File: config.mk
export PLATFORM = sky130hd
export DESIGN_NAME = prm_edge_query_seq
export DESIGN_NICKNAME = d
export VERILOG_FILES = /design/src/rtl/prm_seq_pkg.sv /design/src/rtl/prm_tag_pipe.sv /design/src/rtl/prm_edge_query_seq.sv
export SDC_FILE = /design/constraint.sdc
export NUM_CORES = 1
export LEC_CHECK = 0
export BUFFER_PORTS_ARGS = -buffer_cell sky130_fd_sc_hd__buf_2
export CELL_PAD_IN_SITES_DETAIL_PLACEMENT = 1
export CELL_PAD_IN_SITES_GLOBAL_PLACEMENT = 1
export CORE_AREA = 5 5 216 218
export CTS_CLUSTER_DIAMETER = 200
export DETAILED_ROUTE_END_ITERATION = 10
export DIE_AREA = 0 0 221 223
export GPL_TIMING_DRIVEN = 0
export PLACE_DENSITY = 0.63
export RECOVER_POWER = 25
export SYNTH_ARGS = -nofsm -noshare
export SYNTH_HDL_FRONTEND = slang
export SYNTH_HIERARCHICAL = 1
export SYNTH_SLANG_ARGS = --single-unit
File: constraint.sdc
create_clock -name clk -period 13.9 [get_ports clk]
set_clock_uncertainty 0.05 [all_clocks]
set_input_delay 2.78 -clock clk [delete_from_list [all_inputs] [get_ports clk]]
set_output_delay 2.78 -clock clk [all_outputs]
set_load 0.02 [all_outputs]
File: src/rtl/prm_seq_pkg.sv
// prm_seq_pkg: shared state encoding and bank constants for PRM bank sequencers
package prm_seq_pkg;

    typedef enum logic [1:0] {
        IDLE  = 2'd0,
        RUN   = 2'd1,
        DRAIN = 2'd2,
        DONE  = 2'd3
    } seq_state_t;

    localparam int PRM_CODE_W    = 15;
    localparam int PRM_NUM_EDGES = 256;

endpackage

File: src/rtl/prm_tag_pipe.sv
// prm_tag_pipe: LAT-deep valid shift register; empty means no tag is queued behind the output stage
module prm_tag_pipe #(
    parameter int LAT = 1
) (
    input  logic clk,
    input  logic rst,
    input  logic tag_in,
    output logic tag_out,
    output logic empty
);

    generate
        if (LAT == 0) begin : g_pass
            logic unused_clk_rst;
            assign unused_clk_rst = clk ^ rst;
            assign tag_out = tag_in;
            assign empty   = 1'b1;
        end else begin : g_sr
            logic [LAT-1:0] sr;
            logic [LAT:0]   q;
            assign q       = {sr, tag_in};
            assign tag_out = q[LAT];
            assign empty   = ~|q[LAT-1:0];
            // shift tags one stage per cycle toward the output
            always_ff @(posedge clk or posedge rst) begin
                if (rst) sr <= '0;
                else     sr <= q[LAT-1:0];
            end
        end
    endgenerate

endmodule

File: src/rtl/prm_edge_query_seq.sv
// prm_edge_query_seq: drives obstacle codes to the edge-checker bank and ORs returned masks per frame
module prm_edge_query_seq
    import prm_seq_pkg::*;
#(
    parameter int NUM_EDGES = PRM_NUM_EDGES,
    parameter int CODE_W    = PRM_CODE_W,
    parameter int CHK_LAT   = 1,
    parameter int CNT_W     = 16
) (
    input  logic                 clk,
    input  logic                 rst,
    input  logic                 obs_valid,
    output logic                 obs_ready,
    input  logic [CODE_W-1:0]    obs_code,
    input  logic                 obs_last,
    output logic [CODE_W-1:0]    chk_code,
    output logic                 chk_valid,
    input  logic [NUM_EDGES-1:0] chk_mask,
    output logic                 res_valid,
    input  logic                 res_ready,
    output logic [NUM_EDGES-1:0] res_mask,
    output logic [CNT_W-1:0]     res_count,
    output logic                 busy
);

    seq_state_t           state;
    logic [NUM_EDGES-1:0] acc;
    logic [CNT_W-1:0]     count;
    logic                 accept;
    logic                 fold;
    logic                 drained;

    assign obs_ready = ~rst & (state == IDLE || state == RUN);
    assign accept    = obs_valid & obs_ready;
    assign res_valid = state == DONE;
    assign busy      = state != IDLE;
    assign res_mask  = acc;
    assign res_count = count;

    // tag follows each live chk_code through the bank so only real samples get folded
    prm_tag_pipe #(.LAT(CHK_LAT)) u_tag (
        .clk     (clk),
        .rst     (rst),
        .tag_in  (chk_valid),
        .tag_out (fold),
        .empty   (drained)
    );

    // frame FSM, code register, saturating counter and mask accumulator
    always_ff @(posedge clk or posedge rst) begin
        if (rst) begin
            state     <= IDLE;
            chk_code  <= '0;
            chk_valid <= 1'b0;
            acc       <= '0;
            count     <= '0;
        end else begin
            chk_valid <= accept;
            if (accept) chk_code <= obs_code;
            if (accept && count != '1) count <= count + 1'b1;
            if (fold) acc <= acc | chk_mask;
            case (state)
                IDLE, RUN: if (accept) state <= obs_last ? DRAIN : RUN;
                DRAIN:     if (drained) state <= DONE;
                DONE: if (res_ready) begin
                    state <= IDLE;
                    acc   <= '0;
                    count <= '0;
                end
                default:   state <= IDLE;
            endcase
        end
    end

endmodule

==> results_dict.tcl <==
set metrics [dict create \
    outcome "complete, but fails checks" \
    violations "max-capacitance violations, max-slew violations" \
    yosysMostFrequentCell "dfrtp_1" \
    drt-met1-wl_mm 16.8 \
    nFillCells 5358 \
    avgSynthCellArea_um2 10.5 \
    fin_cells 2240 \
    cts_tree "done" \
    comb_power_share_pct 39.7 \
    hp-class "flop to flop" \
    ant_nets 0 \
    async_flop_share_pct 100 \
    synth_common_cells "dfrtp_1, a21oi_1, nor2_1, clkbuf_1, nand2_1" \
    drv_slew 72 \
    dp_hpwl_mm 33.2 \
    viasPerCell 4.41 \
    final_util_pct 34.3 \
    rows 78 \
    cts_max_level 2 \
    path_buf_inv 2 \
    syn_nets 1280 \
    clk_path_buf_depth 3 \
    clockPowerShare_pct 23.4 \
    hold_start "chk_valid" \
    yosys_warnings 6 \
    synth_area_mm2 0.0105 \
    finalHoldViolations 0 \
    slew_headroom_pct -137 \
    p_leak_nw 7.96 \
    hold_buffers 0 \
    crit_fanout 4 \
    synth.distinct_cells 33 \
    vias 9868 \
    cts.repair.resized 0 \
    firstDrtPassIters 4 \
    gr-total-overflow 0 \
    postPlaceCellArea_mm2 0.0141 \
    finalCritPeriodShare_pct 43.2 \
    yosysTopAreaCell "dfrtp_1" \
    setup_viol 0 \
    drt-initial-drc-count 362 \
    grt_setup_unrepaired "no" \
    fmax_mhz 166 \
    crit_type "input port to output port" \
    wl_mm 42.6 \
    die_h_um 223 \
    cts_setup_buffers 0 \
    crit_start "rst" \
    yosys-top-cells-area "dfrtp_1, a21oi_1, nor2_1" \
    peakVddDrop_uv 120 \
    synth_top_area_share_pct 69.4 \
    core_mm2 0.0447 \
    syn_to_final_growth_pct 46.2 \
    dp_cells 2171 \
    period_minus_slack_ns 6.01 \
    synth_edf_count 0 \
    die-area_mm2 0.0493 \
    cts.sinks 291 \
    grt_usage_pct 16.6 \
    start_util_pct 23.5 \
    grt_antenna_before_repair 10 \
    cts_root_buf "clkbuf_16" \
    synthCells 1003 \
    grt_first_pass_wirelength_mm 64.9 \
    cts.reportedPaths.clkPinSlew_ns 0.06 \
    cts_buffers 35 \
    dr_wl_met2_mm 21.0 \
    cp-end-kind "output port" \
    yosysSeqAreaShare_pct 69.4 \
    ys_seq_elements 291 \
    cp_cell_sequence "clkbuf_1, nor2_1, buf_2" \
    place_congestion 0.849 \
    required_ns 11.07 \
    intPower_mw 2.31 \
    cp-start-kind "input port" \
    crit_path_max_incr_delay_ns 0.17 \
    drive_gt1_share_pct 38.6 \
    synthFlopType "dfrtp_1" \
    nNetsFinal 1885 \
    clkLatencyLatePin_ns 0.52 \
    finish.instance_area_mm2 0.0153 \
    ios 567 \
    numPortBuffers 566 \
    swShare_pct 42.4 \
    wl_per_cell_um 19.0 \
    hold_slack_ns 0.366 \
    cap_violations 1 \
    wl_met3_mm 3.61 \
    top_layer_used "met5" \
    crit_path_top_delay_cell "clkbuf_1" \
    critical_path_arrival_ns 3.18 \
    tightest_slew_ns 3.54 \
    die_width_um 221 \
    switchingPower_mw 1.70 \
    grt_max_degree 127 \
    p_per_area_mw_per_mm2 261 \
    regToRegStartpoint "state[1]" \
    drc 0 \
    grt_pass1_vias 10800 \
    critPathTopFamily "buffers and inverters" \
    seq_power_share_pct 36.9 \
]
==> registers in the layout, summed over array words and instances (netlist names) <==
signal and flops:
state 2, u_tag/tag_out 1, chk_code 15, res_count 16, res_mask 256, chk_valid 1
==> worst register-to-register path, cell delays in order (launching register included) <==
cell,delay (ns)
dfrtp_1,0.47
and3_1,0.19
clkbuf_1,0.45
clkbuf_1,0.57
clkbuf_1,0.62
nor2_1,0.12
==> routing by layer <==
layer | up-vias | track usage [%]
met5 | - | 0
met4 | 8 | 5.22
met1 | 4814 | 18.8
met2 | 407 | 29.0
li1 | 4568 | -
met3 | 71 | 6.20
==> power groups by stage <==
stage / Combinational (mW) / Sequential [mW] / Clock [mW]
final: 1.59 / 1.48 / 0.937
after global routing: 1.73 / 1.53 / 1.00
after CTS: 1.62 / 1.48 / 0.965
after detailed placement: 1.62 / 1.48 / 0
after global placement: 1.59 / 1.47 / 0
after floorplan: 0.431 / 1.95 / 0
==> through the flow <==
stage	total power, mW	TNS, ns	setup WS [ns]
after floorplan	2.38	0	3.06
after global placement	3.06	-161.74	-0.595
after detailed placement	3.11	0	7.88
after CTS	4.07	0	7.88
after global routing	4.26	0	7.84
final	4.00	0	7.89
==> kinds of logic (layout without fill, tap and decap cells) <==
family / count (synthesis) / count (layout) / share of synthesized area, %
fa+ha+maj: 1 / 1 / 0.119
compound gates: 283 / 283 / 13.9
simple gates: 354 / 354 / 13.7
flops: 291 / 291 / 69.4
other cells: 0 / 6 / 0
buf+inv: 70 / 701 / 2.52
mux: 4 / 4 / 0.382
==> worst paths after layout <==
check                           slack (ns)  cells past startpoint            end
max in group asynchronous             8.89                      3  res_mask[123]
worst max-delay path                  7.89                      3      obs_ready
worst min register to register        0.37                      0  u_tag/tag_out
worst min-delay path                  0.37                      0  u_tag/tag_out
worst max register to register       11.29                      5  res_mask[153]
min in group asynchronous             2.09                      2  u_tag/tag_out
==> cell usage in the layout, fill, tap and decap left out, drive strengths merged, types with 2 or more instances in the layout <==
cell and instances:
mux2i 4, nor2 263, buf 569, bufinv 2, and4 2, o21ai 4
a211oi 2, or4 4, diode 6, nand3b 2, and3 3, inv 6
or3 5, nand4 5, clkbuf 114, clkinv 7, nand2 54, o31ai 5
and2 2, clkinvlp 3, nor3 6, a21oi 267, nand3 5, dfrtp 291
==> area by class of cell <==
cell class                      count  area [um^2]  area share, %
Inverter                            7         27.5          0.180
Sequential cell                   291         7280           47.5
Clock buffer                       52         1070           6.99
Tap cell                          600          751           4.90
Clock inverter                     11          118          0.767
Buffer                             63          238           1.55
Antenna cell                        6         15.0         0.0979
Multi-Input combinational cell    642         2940           19.2
Timing Repair Buffer              568         2890           18.8
No activity file was read; power rests on OpenSTA's default activity.
